===== config.mk =====
export PLATFORM = sky130hd
export DESIGN_NAME = mmio_uart_tx
export DESIGN_NICKNAME = d
export VERILOG_FILES = /design/src/rtl/mmio_uart_tx.sv
export SDC_FILE = /design/constraint.sdc
export NUM_CORES = 1
export LEC_CHECK = 0
export ABC_AREA = 1
export ABC_CLOCK_PERIOD_IN_PS = 3450
export CORE_MARGIN = 3
export CORE_UTILIZATION = 53
export DETAILED_ROUTE_END_ITERATION = 8
export GPL_ROUTABILITY_DRIVEN = 0
export PLACE_DENSITY_LB_ADDON = 0.25
export SYNTH_ARGS = -nofsm -noshare
export SYNTH_HDL_FRONTEND = slang
export SYNTH_SLANG_ARGS = --single-unit

===== constraint.sdc =====
create_clock -name clk -period 3.45 [get_ports clk]
set_clock_uncertainty 0.2 [all_clocks]
set_input_delay 0.69 -clock clk [delete_from_list [all_inputs] [get_ports clk]]
set_output_delay 0.69 -clock clk [all_outputs]
set_load 0.01 [all_outputs]

===== src/rtl/mmio_uart_tx.sv =====
// Memory-mapped 8N1 UART transmitter: the core stores bytes into a TX FIFO, and a serial shifter drains them onto tx.
// Register access is combinational on RD; tx/busy are registered. Back-to-back frames are sent without an idle gap.
module mmio_uart_tx #(
  parameter logic [31:0] BASE_ADDR   = 32'h0000_1000,
  parameter int          FIFO_DEPTH  = 8,
  parameter logic [15:0] DEFAULT_DIV = 16'd868
) (
  input  logic        clk,
  input  logic        rst_n,
  input  logic        WE,
  input  logic [31:0] A,
  input  logic [31:0] WD,
  output logic [31:0] RD,
  output logic        sel,
  output logic        tx,
  output logic        busy
);

  localparam int PW = $clog2(FIFO_DEPTH);
  localparam int CW = PW + 1;

  typedef enum logic [1:0] {IDLE, START, DATA, STOP} state_e;

  state_e          state_q, state_d;
  logic [15:0]     timer_q, timer_d;
  logic [15:0]     div_lat_q, div_lat_d;
  logic [2:0]      bit_idx_q, bit_idx_d;
  logic [7:0]      shift_q, shift_d;
  logic            tx_q, tx_d;
  logic            busy_q, busy_d;
  logic [15:0]     div_q, div_d;
  logic            ovf_q, ovf_d;

  logic [7:0]      mem_q [FIFO_DEPTH];
  logic [PW-1:0]   wr_ptr_q, rd_ptr_q;
  logic [CW-1:0]   count_q, count_d;

  logic            full, empty, pop, push_ok, start_frame;
  logic            wr_txdata, wr_status, wr_div;
  logic            unused_bits;

  assign unused_bits = ^{WD[31:16], A[1:0]};

  assign sel       = (A[31:4] == BASE_ADDR[31:4]);
  assign wr_txdata = WE && sel && (A[3:2] == 2'd0);
  assign wr_status = WE && sel && (A[3:2] == 2'd1);
  assign wr_div    = WE && sel && (A[3:2] == 2'd2);

  assign full  = (count_q == CW'(FIFO_DEPTH));
  assign empty = (count_q == '0);
  // A pop in the same cycle frees the slot, so a push into a full FIFO is still accepted.
  assign push_ok = wr_txdata && (!full || pop);

  always_comb begin
    ovf_d = ovf_q;
    if (wr_txdata && full && !pop) ovf_d = 1'b1;
    else if (wr_status && WD[3])   ovf_d = 1'b0;
  end

  always_comb begin
    div_d = div_q;
    if (wr_div) div_d = (WD[15:0] == 16'd0) ? 16'd1 : WD[15:0];
  end

  always_comb begin
    count_d = count_q;
    if (push_ok && !pop)      count_d = count_q + CW'(1);
    else if (pop && !push_ok) count_d = count_q - CW'(1);
  end

  always_comb begin
    state_d     = state_q;
    timer_d     = timer_q;
    div_lat_d   = div_lat_q;
    bit_idx_d   = bit_idx_q;
    shift_d     = shift_q;
    tx_d        = tx_q;
    busy_d      = busy_q;
    start_frame = 1'b0;
    case (state_q)
      IDLE: begin
        tx_d   = 1'b1;
        busy_d = 1'b0;
        if (!empty) start_frame = 1'b1;
      end
      START: begin
        if (timer_q == 16'd0) begin
          state_d   = DATA;
          timer_d   = div_lat_q - 16'd1;
          bit_idx_d = 3'd0;
          tx_d      = shift_q[0];
        end else begin
          timer_d = timer_q - 16'd1;
        end
      end
      DATA: begin
        if (timer_q == 16'd0) begin
          timer_d = div_lat_q - 16'd1;
          if (bit_idx_q == 3'd7) begin
            state_d = STOP;
            tx_d    = 1'b1;
          end else begin
            bit_idx_d = bit_idx_q + 3'd1;
            shift_d   = {1'b0, shift_q[7:1]};
            tx_d      = shift_q[1];
          end
        end else begin
          timer_d = timer_q - 16'd1;
        end
      end
      STOP: begin
        if (timer_q == 16'd0) begin
          if (!empty) begin
            start_frame = 1'b1;
          end else begin
            state_d = IDLE;
            busy_d  = 1'b0;
            tx_d    = 1'b1;
          end
        end else begin
          timer_d = timer_q - 16'd1;
        end
      end
      default: state_d = IDLE;
    endcase
    // The divisor is sampled once per frame so mid-frame writes only affect the next frame.
    if (start_frame) begin
      state_d   = START;
      shift_d   = mem_q[rd_ptr_q];
      div_lat_d = div_q;
      timer_d   = div_q - 16'd1;
      tx_d      = 1'b0;
      busy_d    = 1'b1;
    end
  end

  assign pop = start_frame;

  always_ff @(posedge clk or negedge rst_n) begin
    if (!rst_n) begin
      state_q   <= IDLE;
      timer_q   <= '0;
      div_lat_q <= DEFAULT_DIV;
      bit_idx_q <= '0;
      shift_q   <= '0;
      tx_q      <= 1'b1;
      busy_q    <= 1'b0;
      div_q     <= DEFAULT_DIV;
      ovf_q     <= 1'b0;
      wr_ptr_q  <= '0;
      rd_ptr_q  <= '0;
      count_q   <= '0;
    end else begin
      state_q   <= state_d;
      timer_q   <= timer_d;
      div_lat_q <= div_lat_d;
      bit_idx_q <= bit_idx_d;
      shift_q   <= shift_d;
      tx_q      <= tx_d;
      busy_q    <= busy_d;
      div_q     <= div_d;
      ovf_q     <= ovf_d;
      count_q   <= count_d;
      if (push_ok) wr_ptr_q <= wr_ptr_q + PW'(1);
      if (pop)     rd_ptr_q <= rd_ptr_q + PW'(1);
    end
  end

  always_ff @(posedge clk) begin
    if (push_ok) mem_q[wr_ptr_q] <= WD[7:0];
  end

  always_comb begin
    RD = '0;
    if (sel) begin
      case (A[3:2])
        2'd1:    RD = {28'd0, ovf_q, busy_q, empty, full};
        2'd2:    RD = {16'd0, div_q};
        2'd3:    RD = {{(32-CW){1'b0}}, count_q};
        default: RD = '0;
      endcase
    end
  end

  assign tx   = tx_q;
  assign busy = busy_q;

endmodule


==> results.cfg, run 1 <==
[status]
status = complete, no violations

[die]
die_w_um = 127
io_pins = 102
die-height_um = 127
num_rows = 43
coreArea_sq_mm = 0.0140
start_util = 0.550
die_area_sq_mm = 0.0161

[clock_tree]
insertion_delay_ns = 0.42
numCtsBuffers = 17
cts-htree-levels = 4
hold_buffers = 0
cts_setup_buffers = 0
clkTransAtPathRegs_ns = 0.06
cts-root-buf = clkbuf_16
cts_max_path_buffers = 2
cts.sinks = 138
cts_tree = done

[placement]
place_area_sq_mm = 0.00863
hpwlAfterDp_um = 12800
pre_cts_ws_ns = -0.0971
portBuffers = 67

[logic_synthesis]
yosys.area.top_type_share = 0.249
netlist_area_sq_mm = 0.00772
synthTopCellsByArea = edfxtp_1 (25%), dfrtp_1 (20%), nand2_1 (12%)
ys_dominant_reg_cell = edfxtp_1
synth.top_cells.by_count = nand2_1 (241), nor2_1 (138), inv_1 (83)
yosysMostFrequentCell = nand2_1
ys_seq_elements = 138
synth_edf_count = 64
yosysWarnings = 0
synth_cell_types = 43
synth.largest_area_cell = edfxtp_1
yosysSeqAreaShare = 0.491
avgSynthCellArea_sq_um = 8.26
syn_inst = 935
async_flop_share = 0.536

[job]
drv_cap = 0

[grt]
grt-ovfl-total = 0
antenna_found_initial = 0
grt_pass1_wl_um = 30200
grt_usage = 0.237
grt_pass1_vias = 6192
busiest_layer = met2
grt_use_met3 = 0.0484
globalRouteMet1Util = 0.334
use_met2 = 0.380
grt_max_degree = 75

[cells_and_area]
final_area_sq_mm = 0.00931
fin_util = 0.663
fillers = 1166
antenna_cells = 0
nets = 1107
drive_above_1_share = 0.0917
area_growth_pct = 20.6

[detailed_routing]
drtAntennaViolNets = 0
wirelength_um = 18300
drt_pass1_iterations = 5
drc = 0
wire_per_inst_um = 15.0
vias = 6512
drt-initial-drc-count = 543
avgViaCountPerCell = 5.36

[sta]
rsz0062_at_grt = false
report.final.slew_viol_count = 0
hold_violations = 0
fmax_ghz = 0.298
tightestPinTransition_ns = 0.967
min_period_ns = 3.35
post-route-period-util = 0.972
slew_headroom = 0.355
setup_ws_ns = 0.0979
tns_ns = 0
setup_viol = 0

[worst_setup_path]
crit_chain = clkdlybuf4s50_1, inv_1, nor2_1, nand4_1, nor2_1, nand2_1, buf_4, nor3_1, clkdlybuf4s50_1
reg2reg_setup_slack_ns = 0.29
r2r_start = timer_q[0]
crit_family = buffers and inverters
crit_start = A[12]
cp.required_ns = 2.56
cp-start-kind = primary input
critPathKind = primary input to output pin
slowest_delay_ns = 0.57
r2r_end = count_q[3]
critical_path_peak_fanout = 12
timing.critical_path.buf_inv = 4
cp.arrival_ns = 2.46
crit_slowest_cell = clkdlybuf4s50_1
cp-end-kind = output pin
r2r_cells = 20

[power]
fin_total_pwr_mw = 3.86
irDropWorstVdd_uv = 420
power.internal_mw = 3.02
seq_power_share = 0.447
p_leak_nw = 4.28
clkPwrFrac = 0.522
comb_power_share = 0.032
powerDensity_mw_per_mm2 = 415
switching_power_mw = 0.835
netSwitchingFraction = 0.216

[worst_hold_path]
hold_path.class = primary input to async pin
-- logic make-up (layout without fill, tap and decap cells) --
group / after synthesis / count (layout) / synth area share
xor gates and xnor gates: 34 / 34 / 0.0386
and+or+nand+nor: 498 / 498 / 0.273
muxes: 7 / 7 / 0.0107
adders and majority gates: 17 / 17 / 0.0285
DFF: 138 / 138 / 0.491
other: 1 / 16 / 0.000486
buffers and inverters: 131 / 217 / 0.0778
AOI/OAI and AO/OA: 109 / 109 / 0.0801
-- worst register-to-register path: cells and delay by family, from the launching register on --
family	cells	cell delay, ns
simple gates	12	1.07
buf+inv	3	0.31
compound gates	1	0.22
fa+ha+maj	3	0.71
flops	1	0.42
xor+xnor	1	0.13
-- what timing repair did --
action,4_1_cts,5_1_grt
endpoints found under the setup margin,2,12
pin swaps,0,0
gates resized for setup,2,12
-- how the worst max path moves through the flow --
stage	depth (start not counted)	endpoint	slack, ns
2_1_floorplan	19	count_q[3]	0.40
3_3_place_gp	21	count_q[3]	-0.06
3_5_place_dp	21	count_q[3]	-0.1
4_1_cts	9	RD[15]	0.03
5_1_grt	9	RD[7]	0.005
6_report	9	RD[7]	0.1
-- layout by cell type, fill, tap and decap left out, types with 16 or more instances in the layout --
cell type / instances
nand3_1: 64
nor2_1: 137
clkbuf_16: 17
conb_1: 16
o21ai_0: 63
xor2_1: 24
inv_1: 83
nand2_1: 241
nand4_1: 21
buf_4: 32
ha_1: 16
clkdlybuf4s50_1: 53
edfxtp_1: 64
dfrtp_1: 63
-- through the flow --
| step | hold slack (ns) | instances |
|---|---|---|
| floorplan | 0.194 | 950 |
| global placement | 0.265 | 1184 |
| detailed placement | 0.273 | 1184 |
| CTS | 0.266 | 1216 |
| global route | 0.302 | 1216 |
| finish | 0.221 | 1216 |
-- area by class of cell --
cell class / count / area (sq um) / area share
tap: 180 / 225 / 0.0242
multi-input combinational: 681 / 3390 / 0.364
clock buffer: 17 / 425 / 0.0457
sequential: 138 / 3790 / 0.407
inverter: 87 / 329 / 0.0353
timing repair buffer: 98 / 926 / 0.0994
clock inverter: 15 / 226 / 0.0243
-- sequential cells by signal, summed over array words and instances, names as in the netlist --
signal     cells
mem_q         64
timer_q       16
ovf_q          1
busy           1
wr_ptr_q       3
div_lat_q     16
bit_idx_q      3
shift_q        8
tx             1
div_q         16
rd_ptr_q       3
state_q        2
count_q        4
-- power groups by stage --
| stage | Sequential [mW] | Clock, mW | Combinational (mW) |
|---|---|---|---|
| floorplan | 1.76 | 0 | 0.0379 |
| global placement | 1.76 | 0 | 0.122 |
| detailed placement | 1.76 | 0 | 0.123 |
| CTS | 1.72 | 2.04 | 0.123 |
| global route | 1.72 | 2.12 | 0.135 |
| finish | 1.72 | 2.01 | 0.122 |
-- metal layers --
metal / vias up / wire length, um
met4: 0 / 205
met1: 3030 / 8260
met2: 226 / 8560
met3: 19 / 1250
met5: - / 0
li1: 3237 / -
Note: power is estimated with default switching activity, not from simulation.
==> inputs of run 2 (changes only) <==
--- a/config.mk
+++ b/config.mk
@@ -9,9 +9,11 @@
 export ABC_CLOCK_PERIOD_IN_PS = 3450
 export CORE_MARGIN = 3
 export CORE_UTILIZATION = 53
+export CTS_CLUSTER_DIAMETER = 80
 export DETAILED_ROUTE_END_ITERATION = 8
 export GPL_ROUTABILITY_DRIVEN = 0
 export PLACE_DENSITY_LB_ADDON = 0.25
+export SKIP_LAST_GASP = 1
 export SYNTH_ARGS = -nofsm -noshare
 export SYNTH_HDL_FRONTEND = slang
 export SYNTH_SLANG_ARGS = --single-unit
==> results of run 2 <==
Final layout, timing and power as in run 1 (identical DEF).
==> patch (settings of run 1) <==
Reset style: synchronous (`rst_n`), changed in one clocked block.
--- a/src/rtl/mmio_uart_tx.sv
+++ b/src/rtl/mmio_uart_tx.sv
@@ -136,7 +136,7 @@
 
   assign pop = start_frame;
 
-  always_ff @(posedge clk or negedge rst_n) begin
+  always_ff @(posedge clk) begin
     if (!rst_n) begin
       state_q   <= IDLE;
       timer_q   <= '0;
Function: differs if rst_n is asserted again (counterexample within 4 cycles, from zero or initial values and one cycle with rst_n low); with rst_n held inactive, the same outputs for 10 cycles.
==> patch against run 1 <==
Count of clock-buffer cells in the layout rose by 1. Wire length rose by 7.6%. Sequential cell count increased by 3. Via count is 10% higher. Sequential share of layout area shrank 3.5 points. Area after synthesis increased by 2.1%. Fmax up 3.8%. Worst setup slack improved by 0.12 ns. Register-to-register slack gained 0.02 ns. Design area up 0.12%. Critical path type unchanged. Largest cell class is now multi-input combinational cells.
Power is not compared: it rests on default switching activity, and its combinational part moved more than twofold at a synthesized area within 25%.
==> patch: results (changes against run 1) <==
| Metric | Value |
|---|---|
| Placed cells | 1306 (was 1184) |
| Most flops, register | mem_q (unchanged) |
| GRT Total Usage | 24.6% (was 23.7%) |
| Max Root-Sink Buffers | 2 (unchanged) |
| Leak | between 4 and 5 nW |
| Post-CTS repair timing setup buffer count | 0 (unchanged) |
| Yosys warning total | 0 (unchanged) |
| Pre-CTS WS | -0.127 ns (was -0.0971 ns) |
| Mux cell area share after synthesis | 0% (was 1.07%) |
| Clk_lat worst skew | about 0.43 ns |
| Critical-path top delay cell | clkdlybuf4s50_1 (unchanged) |
| Netlist cell types | 41 (was 43) |
| Synthesized-area fraction occupied by adder cells | 2.95% (was 2.85%) |
| Worst hold path class | register to register (was input pin to asynchronous set/reset pin) |
| Synth Flop Type | dfxtp_1 (was edfxtp_1) |
| Initial antenna violation count | 0 (unchanged) |
| VDD IR max | 0.488 mV |
| Max reg flops | 64 (unchanged) |
| Delay-heaviest family, CP | buffers and inverters (unchanged) |
| Vias per cell | 5.36 (about the same) |
| Ys async rst share | 0% (was 53.6%) |
| First-pass GRT wire length | 32.4 mm (was 30.2 mm) |
| Number of synthesized flops with an enable pin | 64 (unchanged) |
| Clk pin slew, worst setup/hold paths | 0.06 ns (about the same) |
| Synth top area cells | edfxtp_1 (24%), dfxtp_1 (20%), nand2_1 (11%) (was edfxtp_1 (25%), dfrtp_1 (20%), nand2_1 (12%)) |
| Xor/xnor cell area share of the yosys netlist | 1.22% (was 3.86%) |
| Slowest stage delay, CP | 0.52 ns (was 0.57 ns) |
| Status | finished, final reports clean (unchanged) |
| Port-buffer cells | 67 (unchanged) |
| TritonRoute pass-1 iters | 5 (unchanged) |
| Nets@finish | 1230 (was 1107) |
| Syn Inst Count | 1068 (was 935) |
| CTS Buf Count | 17 (unchanged) |
| Diode count | 0 (unchanged) |
| CP arrival | 2.34 ns (was 2.46 ns) |
| Root Driver | clkbuf_16 (unchanged) |
| Pin count of the biggest net entering global routing | 62 (was 75) |
| Routed length per instance | 14.7 µm (was 15.0 µm) |
| Critical path peak fanout | 4 (was 12) |
| Slew @ Worst Pin | 0.929 ns (was 0.967 ns) |
| DP HPWL | 13.7 mm (was 12.8 mm) |
| CTS H-tree depth | 4 (unchanged) |
| WL final | 19.7 mm (was 18.3 mm) |
| Initial DRC count | 596 (was 543) |
| Area after DPL | 0.00874 mm² (was 0.00863 mm²) |
| Top cells by instance count after synthesis | nand2_1 (223), nor2_1 (186), nand3_1 (123), inv_1 (100), dfxtp_1 (77) (was nand2_1 (241), nor2_1 (138), inv_1 (83), edfxtp_1 (64), nand3_1 (64)) |
| Overflow after GRT | 0 (unchanged) |
| Top cell type by total area after synthesis | edfxtp_1 (unchanged) |
| Register area share after synthesis | 44.0% (was 49.1%) |
| Share of cells above drive strength 1 | 7.51% (was 9.17%) |
| Compound-Gate Fraction of Synth Area | 11.1% (was 8.01%) |
| Vias in the first global route | 6763 (was 6192) |
==> patch: what timing repair did <==
item | in CTS | in global routing
setup endpoints to repair | 5 | 12
hold buffers | 0 | 0
resized for setup | 5 | 14
==> patch: logic make-up (layout without fill, tap and decap cells) <==
group | after synthesis | in the layout
flops | 141 | 141
buf+inv | 161 | 236
fa+ha+maj | 18 | 18
xor+xnor | 11 | 11
compound gates | 154 | 154
simple gates | 582 | 582
other cells | 1 | 16
==> patch: where the power goes <==
| part | internal (mW) | switching (mW) |
|---|---|---|
| Combinational | 1.09 | 2.05 |
| Clock | 0.949 | 0.776 |
| Sequential | 2.02 | 0.239 |
| Total | 4.05 | 3.06 |
==> patch: tightest hold or removal path: cells and delay by family (launching register included) <==
kind	cells	cell delay, ns
compound gates	1	0.05
flops	1	0.31
simple gates	1	0.06
==> patch: path summary, 6_finish.rpt <==
path	start	endpoint	slack [ns]	cells past startpoint
worst max-delay path	A[12]	sel	0.22	9
worst min-delay path	shift_q[7]	shift_q[7]	0.26	2
worst min register to register	shift_q[7]	shift_q[7]	0.26	2
worst max register to register	state_q[0]	count_q[3]	0.31	21
==> patch: per-layer routing <==
metal  share of wire, %  vias up  GRT usage [%]
met2                 47      250           40.9
met5                  0        -              0
li1                   -     3668              -
met3                7.0       24           5.00
met1                 45     3235           33.6
met4                1.1        0           4.99
==> patch: cell type report <==
| type | instances | area [µm²] |
|---|---|---|
| inverter | 102 | 383 |
| tap | 180 | 225 |
| sequential | 141 | 3460 |
| clock inverter | 14 | 126 |
| fill | 1231 | 4880 |
| timing repair buffer | 102 | 950 |
| clock buffer | 18 | 429 |
| multi-input combinational | 781 | 3740 |
